===== config.mk =====
export PLATFORM = sky130hd
export DESIGN_NAME = div_issue_ctrl
export DESIGN_NICKNAME = d
export VERILOG_FILES = /design/src/rtl/riscv_types_pkg.sv /design/src/rtl/div_special_case.sv /design/src/rtl/div_issue_ctrl.sv
export SDC_FILE = /design/constraint.sdc
export NUM_CORES = 1
export LEC_CHECK = 0
export CAP_MARGIN = 20
export CELL_PAD_IN_SITES_DETAIL_PLACEMENT = 1
export CELL_PAD_IN_SITES_GLOBAL_PLACEMENT = 2
export CORE_MARGIN = 2
export CORE_UTILIZATION = 27
export CTS_BUF_LIST = sky130_fd_sc_hd__clkbuf_8
export CTS_CLUSTER_DIAMETER = 30
export DETAILED_ROUTE_END_ITERATION = 6
export GPL_TIMING_DRIVEN = 0
export HOLD_SLACK_MARGIN = 0.15
export PLACE_DENSITY = 0.93
export REMOVE_ABC_BUFFERS = 1
export SLEW_MARGIN = 10
export SYNTH_ARGS = -nofsm -noshare
export SYNTH_HDL_FRONTEND = slang
export SYNTH_SLANG_ARGS = --single-unit

===== constraint.sdc =====
create_clock -name clk_i -period 5.2 [get_ports clk_i]
set_input_delay 1.04 -clock clk_i [delete_from_list [all_inputs] [get_ports clk_i]]
set_output_delay 1.04 -clock clk_i [all_outputs]
set_load 0.02 [all_outputs]

===== src/rtl/riscv_types_pkg.sv =====
// rtl/riscv_types_pkg.sv - shared M-extension divide opcodes, controller FSM states and timing constants
package riscv_types_pkg;

  localparam logic [2:0] OP_DIV  = 3'b100;
  localparam logic [2:0] OP_DIVU = 3'b101;
  localparam logic [2:0] OP_REM  = 3'b110;
  localparam logic [2:0] OP_REMU = 3'b111;

  localparam int DEFAULT_DIV_LATENCY = 4;
  localparam int DIV_WD_MARGIN       = 4;

  typedef enum logic [1:0] {
    S_IDLE  = 2'd0,
    S_WAIT  = 2'd1,
    S_DRAIN = 2'd2,
    S_RESP  = 2'd3
  } div_ctrl_state_e;

endpackage


===== src/rtl/div_special_case.sv =====
// rtl/div_special_case.sv - resolves divide-by-zero, signed overflow and illegal ops locally
module div_special_case
  import riscv_types_pkg::*;
#(
  parameter int DATA_WIDTH = 32
) (
  input  logic [2:0]            i_op,
  input  logic [DATA_WIDTH-1:0] i_a,
  input  logic [DATA_WIDTH-1:0] i_b,
  output logic                  o_is_special,
  output logic [DATA_WIDTH-1:0] o_special_result
);

  localparam logic [DATA_WIDTH-1:0] MOST_NEG = {1'b1, {(DATA_WIDTH-1){1'b0}}};

  logic w_is_rem;
  logic w_is_signed;
  logic w_is_legal;

  assign w_is_rem    = (i_op == OP_REM) || (i_op == OP_REMU);
  assign w_is_signed = (i_op == OP_DIV) || (i_op == OP_REM);
  assign w_is_legal  = w_is_rem || w_is_signed || (i_op == OP_DIVU);

  always_comb begin
    o_is_special     = 1'b0;
    o_special_result = '0;
    if (!w_is_legal) begin
      o_is_special     = 1'b1;
      o_special_result = '0;
    end else if (i_b == '0) begin
      o_is_special     = 1'b1;
      o_special_result = w_is_rem ? i_a : '1;
    end else if (w_is_signed && (i_a == MOST_NEG) && (i_b == '1)) begin
      o_is_special     = 1'b1;
      o_special_result = w_is_rem ? '0 : i_a;
    end
  end

endmodule


===== src/rtl/div_issue_ctrl.sv =====
// rtl/div_issue_ctrl.sv - div_unit issue/retire controller with flush and watchdog; optional DIV_RESULT_CACHE_EN result cache
module div_issue_ctrl
  import riscv_types_pkg::*;
#(
  parameter int DATA_WIDTH = 32,
  parameter int LATENCY    = DEFAULT_DIV_LATENCY,
  parameter int TAG_WIDTH  = 5
) (
  input  logic                  clk_i,
  input  logic                  rst_ni,
  input  logic                  req_valid_i,
  output logic                  req_ready_o,
  input  logic [2:0]            req_op_i,
  input  logic [DATA_WIDTH-1:0] req_a_i,
  input  logic [DATA_WIDTH-1:0] req_b_i,
  input  logic [TAG_WIDTH-1:0]  req_rd_i,
  input  logic                  flush_i,
  output logic                  div_start_o,
  output logic [2:0]            div_op_o,
  output logic [DATA_WIDTH-1:0] div_a_o,
  output logic [DATA_WIDTH-1:0] div_b_o,
  input  logic                  div_done_i,
  input  logic [DATA_WIDTH-1:0] div_result_i,
  output logic                  rsp_valid_o,
  input  logic                  rsp_ready_i,
  output logic [DATA_WIDTH-1:0] rsp_result_o,
  output logic [TAG_WIDTH-1:0]  rsp_rd_o,
  output logic                  busy_o,
  output logic                  err_o
);

  localparam int WD_LIMIT = LATENCY + DIV_WD_MARGIN;
  localparam int WD_W     = $clog2(WD_LIMIT + 1);
  localparam logic [WD_W-1:0] WD_LAST = WD_W'(WD_LIMIT - 1);
  localparam logic [WD_W-1:0] WD_ONE  = WD_W'(1);

  div_ctrl_state_e         r_state;
  logic [2:0]              r_op;
  logic [DATA_WIDTH-1:0]   r_a;
  logic [DATA_WIDTH-1:0]   r_b;
  logic [TAG_WIDTH-1:0]    r_rd;
  logic [DATA_WIDTH-1:0]   r_result;
  logic                    r_start;
  logic                    r_err;
  logic [WD_W-1:0]         r_wd;

  logic                    w_accept;
  logic                    w_is_special;
  logic [DATA_WIDTH-1:0]   w_special_result;
  logic                    w_wd_expired;
  logic                    w_hit;
  logic [DATA_WIDTH-1:0]   w_cache_result;

  div_special_case #(.DATA_WIDTH(DATA_WIDTH)) u_special (
    .i_op             (req_op_i),
    .i_a              (req_a_i),
    .i_b              (req_b_i),
    .o_is_special     (w_is_special),
    .o_special_result (w_special_result)
  );

  assign w_accept     = (r_state == S_IDLE) && req_valid_i && !flush_i;
  assign w_wd_expired = (r_wd >= WD_LAST);

`ifdef DIV_RESULT_CACHE_EN
  logic                  r_c_valid;
  logic [2:0]            r_c_op;
  logic [DATA_WIDTH-1:0] r_c_a;
  logic [DATA_WIDTH-1:0] r_c_b;
  logic [DATA_WIDTH-1:0] r_c_result;

  assign w_hit          = r_c_valid && (r_c_op == req_op_i) && (r_c_a == req_a_i) && (r_c_b == req_b_i);
  assign w_cache_result = r_c_result;

  // Only a clean normal-path completion refreshes the entry.
  always_ff @(posedge clk_i or negedge rst_ni) begin
    if (!rst_ni) begin
      r_c_valid  <= 1'b0;
      r_c_op     <= '0;
      r_c_a      <= '0;
      r_c_b      <= '0;
      r_c_result <= '0;
    end else if ((r_state == S_WAIT) && div_done_i && !flush_i) begin
      r_c_valid  <= 1'b1;
      r_c_op     <= r_op;
      r_c_a      <= r_a;
      r_c_b      <= r_b;
      r_c_result <= div_result_i;
    end
  end
`else
  assign w_hit          = 1'b0;
  assign w_cache_result = '0;
`endif

  always_ff @(posedge clk_i or negedge rst_ni) begin
    if (!rst_ni) begin
      r_state  <= S_IDLE;
      r_op     <= '0;
      r_a      <= '0;
      r_b      <= '0;
      r_rd     <= '0;
      r_result <= '0;
      r_start  <= 1'b0;
      r_err    <= 1'b0;
      r_wd     <= '0;
    end else begin
      r_start <= 1'b0;
      case (r_state)
        S_IDLE: begin
          if (w_accept) begin
            r_op <= req_op_i;
            r_a  <= req_a_i;
            r_b  <= req_b_i;
            r_rd <= req_rd_i;
            r_wd <= '0;
            if (w_is_special) begin
              r_result <= w_special_result;
              r_state  <= S_RESP;
            end else if (w_hit) begin
              r_result <= w_cache_result;
              r_state  <= S_RESP;
            end else begin
              r_start <= 1'b1;
              r_state <= S_WAIT;
            end
          end
        end
        S_WAIT: begin
          if (div_done_i) begin
            if (flush_i) begin
              r_state <= S_IDLE;
            end else begin
              r_result <= div_result_i;
              r_state  <= S_RESP;
            end
          end else if (flush_i) begin
            r_wd    <= r_wd + WD_ONE;
            r_state <= S_DRAIN;
          end else if (w_wd_expired) begin
            r_result <= '1;
            r_err    <= 1'b1;
            r_state  <= S_RESP;
          end else begin
            r_wd <= r_wd + WD_ONE;
          end
        end
        S_DRAIN: begin
          // A lost done must not wedge the controller after a flush.
          if (div_done_i) begin
            r_state <= S_IDLE;
          end else if (w_wd_expired) begin
            r_err   <= 1'b1;
            r_state <= S_IDLE;
          end else begin
            r_wd <= r_wd + WD_ONE;
          end
        end
        S_RESP: begin
          if (flush_i || rsp_ready_i) begin
            r_state <= S_IDLE;
          end
        end
        default: r_state <= S_IDLE;
      endcase
    end
  end

  assign req_ready_o  = (r_state == S_IDLE) && !flush_i;
  assign div_start_o  = r_start;
  assign div_op_o     = r_op;
  assign div_a_o      = r_a;
  assign div_b_o      = r_b;
  assign rsp_valid_o  = (r_state == S_RESP);
  assign rsp_result_o = r_result;
  assign rsp_rd_o     = r_rd;
  assign busy_o       = (r_state != S_IDLE);
  assign err_o        = r_err;

endmodule


==> results.json, run 1 <==
{
  "met3_usage_pct": 4.969,
  "start_util_pct": 27.27,
  "hpwlAfterDp_um": 15760,
  "cpMostUsedCell": "buf_16",
  "synth_edf_count": 0,
  "portBuffers": 218,
  "cts_made_buffers": 9,
  "clock_skew_ns": 0.01518,
  "grt_pass1_vias": 5712,
  "swShare_pct": 40.36,
  "top_usage_layer": "met2",
  "power_density_nw_per_um2": 519.6,
  "gp_congestion": 0.7466,
  "wl_per_cell_um": 19.37,
  "cts.path.max_buffers": 2,
  "insertion_delay_ns": 0.38,
  "ioPinCount": 219,
  "total_power_w": 0.004319,
  "cp_max_fo": 15,
  "stdcell_area_um2": 8312,
  "vias": 5312,
  "power_switching_w": 0.001743,
  "use_met1_pct": 27.46,
  "intPower_w": 0.002576,
  "ys_types": 41,
  "coreArea_um2": 20040,
  "cts_root_buffer": "clkbuf_8",
  "setup_tns_ns": 0,
  "rsz0062_at_grt": "no",
  "setup_violations": 0,
  "comb_power_share_pct": 53.6,
  "synthToLayoutAreaGrowth_pct": 52.08,
  "syn-cell-area_um2": 5465,
  "worst_slew_pin_slew_ns": 0.7987,
  "synth.area.mux_share_pct": 7.669,
  "r2r_slack_ns": 2.13,
  "die_area_um2": 21400,
  "slowest_stage": "or4b_1",
  "p_clk_share_pct": 13.4,
  "synthAdderAreaFrac_pct": 1.145,
  "clkSinkCount": 112,
  "hp-class": "reg -> reg",
  "drt_iter0_markers": 165,
  "p_leak_nw": 3.620,
  "num_antenna_cells": 0,
  "grt_pass1_wl_um": 33730,
  "grt.total_usage_pct": 20.09,
  "routed_via_density": 4.838,
  "cp-end-kind": "flip-flop",
  "synth_compound_area_share_pct": 12.64,
  "path_clk_slew_ns": 0.10,
  "worstPathRequired_ns": 5.46,
  "holdBufCountCts": 0,
  "htree_levels": 3,
  "gr-usage-met2_pct": 32.83,
  "pre_cts_slack_ns": 1.048,
  "drive_above_1_share_pct": 8.696,
  "worstSetupPathType": "in -> reg",
  "synth_top_family_by_area": "simple AND/OR/NAND/NOR gates",
  "setup_slack_ns": 1.438,
  "crit_chain": "clkdlybuf4s50_1, or4b_1, nor4_2, nand3_2, a41oi_4, buf_16, buf_16, mux2_2",
  "yosys_warnings": 0,
  "antenna_found_initial": 0,
  "slew_headroom_pct": 46.58,
  "clock.fmax_mhz": 265.8,
  "arrival_ns": 4.02,
  "fp.dieH_um": 146.3,
  "post_cts_resized": 0,
  "status": "finished clean",
  "grt_overflow": 0,
  "drv_cap": 0,
  "syn_inst": 615,
  "synthXorXnorAreaFrac_pct": 0,
  "whs_ns": 0.4795,
  "critPathLaunchType": "input port",
  "placed_area_um2": 8084,
  "cts_tree": "built",
  "drt_pass1_iterations": 4,
  "grt_max_degree": 60,
  "slowest_delay_ns": 0.59,
  "synthSimpleGateAreaFrac_pct": 23.76,
  "hold_viol": 0,
  "maxSlewViolCount": 0,
  "synth-main-ff-cell": "dfrtp_1",
  "yosys_register_bits": 112,
  "synth-seq-area-share_pct": 51.28,
  "routed_wl_um": 21270,
  "period_share_pct": 72.34,
  "ant_nets": 0,
  "syn_area_per_cell_um2": 8.887,
  "fin_crit_ns": 3.762,
  "seq_power_share_pct": 33.0,
  "ir_drop_mv": 0.2462,
  "async_flop_share_pct": 100.0,
  "cts_setup_buffers": 0,
  "die_x_um": 146.3,
  "nets": 940,
  "rows": 52,
  "drc": 0
}
-- cells in the mapped netlist, types with 3 or more instances --
| master | instances | share of area, % |
|---|---|---|
| nand2_1 | 232 | 16 |
| dfrtp_1 | 112 | 51 |
| o21ai_0 | 102 | 9.3 |
| clkbuf_1 | 33 | 2.3 |
| nor4_1 | 24 | 2.7 |
| mux2_2 | 22 | 4.5 |
| nand4_1 | 15 | 1.7 |
| mux2_4 | 10 | 2.7 |
| a21oi_1 | 9 | 0.82 |
| inv_1 | 6 | 0.41 |
| ha_1 | 5 | 1.1 |
| a22o_1 | 4 | 0.64 |
| nand3_1 | 4 | 0.37 |
| buf_8 | 3 | 0.82 |
| nand4b_1 | 3 | 0.48 |
| nor2_1 | 3 | 0.21 |
-- state kept, by name, indices dropped and copies added (netlist names) --
signal	flops
div_a_o	32
div_b_o	32
div_op_o	3
div_start_o	1
err_o	1
r_state	2
r_wd	4
rsp_rd_o	5
rsp_result_o	32
-- cells by family (layout without fill, tap and decap cells) --
group                      Yosys count  after routing
and+or+nand+nor                    297            297
AOI/OAI and AO/OA                  125            125
DFF                                112            112
buffers and inverters               42            255
muxes                               34             34
adders and majority gates            5              5
-- power groups by stage --
stage	Clock [W]	Sequential (W)	Combinational (W)
after CTS	0.000602	0.00143	0.00234
after detailed placement	0	0.00144	0.00234
after global routing	0.000635	0.00148	0.00250
after floorplan	0	0.00184	0.000718
after global placement	0	0.00142	0.00224
final	0.000580	0.00142	0.00232
-- cell type report --
class | count | area (µm²)
repair buffers | 235 | 2449
inverters | 6 | 22.52
clock inverters | 5 | 76.32
well taps | 270 | 337.8
clock buffers | 9 | 123.9
flip-flops and latches | 112 | 2803
fillers | 2355 | 11730
multi-input cells | 461 | 2500
-- layer usage --
metal  up-vias  routed length [µm]
met5         -                   0
met1      2643                9696
met2       137               10150
met3        11                1232
met4         0                 186
li1       2521                   -
-- final timing paths --
kind | end | start | depth (start not counted)
max | rsp_result_o[27] | req_a_i[14] | 8
min | div_a_o[24] | div_a_o[24] | 2
max reg2reg | rsp_result_o[27] | r_state[1] | 8
min reg2reg | div_a_o[24] | div_a_o[24] | 2
max in group asynchronous | div_a_o[2] | rst_ni | 2
min in group asynchronous | div_b_o[7] | rst_ni | 1
-- critical path: cells and delay by family --
| kind | cells | cell delay, ns |
|---|---|---|
| compound gates | 1 | 0.47 |
| buf+inv | 3 | 0.93 |
| mux | 1 | 0.35 |
| simple gates | 3 | 1.22 |
-- through the flow --
stage               utilization (%)  cells
detailed placement            40.34   1083
floorplan                         -    579
CTS                           41.34   1097
global route                  41.48   1098
global placement              39.00   1067
finish                        41.48   1098
-- cells in the final DEF, fill, tap and decap left out, types with 2 or more instances in the layout --
cell type and instances:
nand2_1 232, clkdlybuf4s50_1 217, dfrtp_1 112, o21ai_0 102, nor4_1 24, mux2_2 22, nand4_1 15, mux2_4 10
a21oi_1 9, clkbuf_8 9, inv_1 8, buf_4 5, buf_8 5, nand3_1 4, a22o_1 4, ha_1 4
buf_16 4, nor2_1 3, nand4b_1 3, buf_6 3, or3_1 2, and3_1 2, a21o_1 2, bufinv_16 2
Power figures use the tool's default switching activity.
==> run 2, diff against run 1 <==
CORE_UTILIZATION = 23   (was 27)
PLACE_DENSITY = 0.85   (was 0.93)
clock period = 3.3 ns   (was 5.2 ns; I/O delays follow)
==> results.json, run 2 (same netlist as run 1, synthesis figures left out) <==
{
  "placed_area_um2": 8160,
  "htree_levels": 3,
  "synthToLayoutAreaGrowth_pct": 53.59,
  "holdBufCountCts": 0,
  "antenna_found_initial": 0,
  "grt_pass1_vias": 5672,
  "drc": 0,
  "slew_headroom_pct": 38.25,
  "vias": 5349,
  "drt_pass1_iterations": 4,
  "fp.dieH_um": 158.2,
  "ioPinCount": 219,
  "ir_drop_mv": 0.2559,
  "layout_common_cells": "nand2_1, clkdlybuf4s50_1, dfrtp_1",
  "gp_congestion": 0.7642,
  "total_power_w": 0.006799,
  "clock.fmax_mhz": 312.2,
  "fillCellCount": 2769,
  "maxSlewViolCount": 0,
  "cts_made_buffers": 9,
  "worst_slew_pin_slew_ns": 0.9222,
  "clock_skew_ns": 0.01816,
  "grt_max_degree": 60,
  "hpwlAfterDp_um": 16300,
  "start_util_pct": 23.35,
  "coreArea_um2": 23400,
  "path_clk_slew_ns": 0.13,
  "arrival_ns": 3.48,
  "routed_via_density": 4.663,
  "ant_nets": 0,
  "p_leak_nw": 3.615,
  "setup_violations": 0,
  "routed_wl_um": 21950,
  "cts.path.max_buffers": 2,
  "rows": 56,
  "cp-end-kind": "flip-flop",
  "drv_cap": 0,
  "worstSetupPathType": "in -> reg",
  "num_antenna_cells": 0,
  "setup_tns_ns": 0,
  "die_x_um": 158.2,
  "stdcell_area_um2": 8394,
  "cp_max_fo": 17,
  "worstPathRequired_ns": 3.58,
  "hp-class": "in -> async",
  "hold_viol": 0,
  "grt_pass1_wl_um": 33760,
  "clkSinkCount": 112,
  "grt_overflow": 0,
  "fin_crit_ns": 3.203,
  "drive_above_1_share_pct": 9.420,
  "nets": 939,
  "grt.total_usage_pct": 17.87,
  "cts_root_buffer": "clkbuf_8",
  "drt_iter0_markers": 192,
  "status": "finished clean",
  "whs_ns": 0.1951,
  "insertion_delay_ns": 0.39,
  "wl_per_cell_um": 19.14,
  "layout_commonest_cell": "nand2_1",
  "cts_tree": "built",
  "die_area_um2": 25010,
  "period_share_pct": 97.06,
  "critPathLaunchType": "input port",
  "portBuffers": 218,
  "power_density_nw_per_um2": 809.9
}
run 2: cell types whose count changed in the layout (fill, tap and decap cells not counted), sizes merged:
cell,change
buf,-1
bufinv,-1
clkinvlp,+2
run 2: worst max-delay path, cell delays in order:
cell             delay, ns
clkdlybuf4s50_1       0.52
nor4_1                0.63
nand2_1               0.15
nor4_2                0.23
nand3_2               0.18
a41oi_4               0.34
buf_16                0.21
buf_16                0.17
mux2_2                0.35
run 2: what timing repair did:
item | 4_1_cts | 5_1_grt
setup buffers | 0 | 0
endpoints found under the setup margin | 17 | 17
resized for setup | 3 | 3
pin swaps | 0 | 2
run 2: worst paths after layout:
kind | startpoint | endpoint | slack [ns] | depth (start not counted)
setup / recovery | req_a_i[17] | rsp_result_o[26] | 0.1 | 9
hold / removal | rst_ni | div_b_o[10] | 0.20 | 1
setup reg to reg | r_state[0] | rsp_result_o[26] | 0.49 | 8
hold reg to reg | err_o | err_o | 0.47 | 2
max in group asynchronous | rst_ni | div_a_o[15] | 2.38 | 2
min in group clk_i | err_o | err_o | 0.47 | 2
run 2: per-layer routing:
metal / up-vias / track usage [%] / wire (µm)
li1: 2519 / - / -
met1: 2665 / 23.89 / 10180
met2: 140 / 29.11 / 10260
met3: 25 / 3.641 / 1086
met4: 0 / 5.405 / 421
met5: - / 0 / 0
run 2: layout make-up:
type | instances | area, µm² | area share (%)
tap | 319 | 399.1 | 4.755
inverter | 6 | 22.52 | 0.2683
sequential | 112 | 2803 | 33.39
multi-input combinational | 461 | 2542 | 30.29
clock buffer | 9 | 123.9 | 1.476
timing repair buffer | 234 | 2436 | 29.02
clock inverter | 6 | 67.56 | 0.8049
run 2: where the power goes:
group	switching, W	total [W]	internal (W)
Sequential	0.000314	0.00224	0.00193
Combinational	0.00194	0.00366	0.00172
Clock	0.000545	0.000898	0.000353
run 2: through the flow:
step / setup WS [ns] / util, % / instances
global placement: -6.096 / 33.66 / 1116
detailed placement: -0.4793 / 34.87 / 1132
CTS: 0.0004294 / 35.77 / 1147
finish: 0.09706 / 35.87 / 1147
global route: -0.01517 / 35.87 / 1147
floorplan: -1.994 / - / 579
==> RTL edit (flow settings as in run 1) <==
Re-encode `div_ctrl_state_e` (4 states) as one-hot, 4 bits wide.
--- a/src/rtl/riscv_types_pkg.sv
+++ b/src/rtl/riscv_types_pkg.sv
@@ -10,9 +10,9 @@
   localparam int DIV_WD_MARGIN       = 4;
 
-  typedef enum logic [1:0] {
-    S_IDLE  = 2'd0,
-    S_WAIT  = 2'd1,
-    S_DRAIN = 2'd2,
-    S_RESP  = 2'd3
+  typedef enum logic [3:0] {
+    S_IDLE  = 4'b0001,
+    S_WAIT  = 4'b0010,
+    S_DRAIN = 4'b0100,
+    S_RESP  = 4'b1000
   } div_ctrl_state_e;
 
Check against the original RTL: same outputs for any inputs over 4 cycles, from zero or initial values and one cycle with rst_ni low; so few cycles prove little.
==> RTL edit against run 1 <==
  * Die area down 1.0%
  * Wire length up 0.53%
  * Cell area up 0.84%
  * Total power down 9.0%
  * Sequential cell count up 2
  * Clock skew up 0.00051 ns
  * Setup slack worse by 0.22 ns
  * Synthesized cell count down 1.5%
  * Area after synthesis down 1.0%
==> RTL edit: results (changes against run 1) <==
- Metal-1 WL: 9680 um (was 9700 um)
- Worst setup margin: 1.21 ns (was 1.44 ns)
- Clock Latency Late Sink: 0.43 ns (was 0.38 ns)
- Slowest stage delay, CP: 0.82 ns (was 0.59 ns)
- DR WL met2: 10300 um (was 10200 um)
- All-Layer GR Usage: 0.205 (was 0.201)
- Logic pwr share: 0.443 (was 0.536)
- Nonclk inv count: 5 (was 6)
- Dpl ws: 0.738 ns (was 1.05 ns)
- Routing usage on met2: 0.335 (was 0.328)
- Post-DP Area: 7970 sq um (was 8080 sq um)
- Routed WL: 21400 um (was 21300 um)
- Hold slack: 0.473 ns (was 0.480 ns)
- Sequential Power: 1350 uW (was 1420 uW)
- Max-slew headroom: 0.345 (was 0.466)
- Final net count: 930 (was 940)
- Most instantiated cells after synthesis: 224 x nand2_1, 113 x dfrtp_1, 70 x o21ai_0, 30 x o21ai_1, 28 x clkbuf_1 (was 232 x nand2_1, 112 x dfrtp_1, 102 x o21ai_0, 33 x clkbuf_1, 24 x nor4_1)
- Design area: 8380 sq um (was 8310 sq um)
- Final Skew: 0.0157 ns (was 0.0152 ns)
- Maximum vdd drop: 258 uV (was 246 uV)
- Arrival time worst endpoint: 4.28 ns (was 4.02 ns)
- Sequential share of cell area: 0.340 (was 0.337)
- Global-route wire length before repair: 34000 um (was 33700 um)
- Crit Path Max Fanout: 32 (was 15)
- Area contributors post-synth: dfrtp_1 52%, nand2_1 16%, o21ai_0 6.5% (was dfrtp_1 51%, nand2_1 16%, o21ai_0 9.3%)
- Outcome: finished, final reports clean (unchanged)
- Mux share of post-synthesis cell area: 0.0687 (was 0.0767)
- Register-to-Register Path Depth: 7 (was 8)
- Clock transition at the registers of the reported paths: 0.07 ns (was 0.10 ns)
- Share of cells above drive strength 1: 0.0928 (was 0.0870)
- Vias in the first global route: 5714 (was 5712)
- Seq cells: 114 (was 112)
- Fraction of area in multi-input gates: 0.289 (was 0.301)
- RePlAce Congestion: 0.744 (was 0.747)
- Clk tree area frac: 0.0464 (was 0.0241)
- Syn avg cell area: 8.93 sq um (was 8.89 sq um)
- H-tree depth: 4 (was 3)
- Synth cell types: 44 (was 41)
## RTL edit: cell types whose count changed after synthesis, moves of 4 or more
cell      change
mux2_4       -10
mux2_2        +5
o21ai_0      -32
nor4b_1       +6
ha_1          -4
mux2_1        +5
a21oi_1       -5
clkbuf_1      -5
nor2_1        +6
o21ai_1      +30
nand2_1       -8
## RTL edit: final timing paths
kind                                         start                      endpoint
setup / recovery                       req_a_i[20]  rsp_result_o[20]$_DFFE_PN0P_
setup reg to reg            r_state[0]$_DFFE_PN1P_  rsp_result_o[20]$_DFFE_PN0P_
hold / removal             div_a_o[28]$_DFFE_PN0P_       div_a_o[28]$_DFFE_PN0P_
min in group asynchronous                   rst_ni        div_a_o[2]$_DFFE_PN0P_
max in group asynchronous                   rst_ni       div_a_o[19]$_DFFE_PN0P_
hold reg to reg            div_a_o[28]$_DFFE_PN0P_       div_a_o[28]$_DFFE_PN0P_
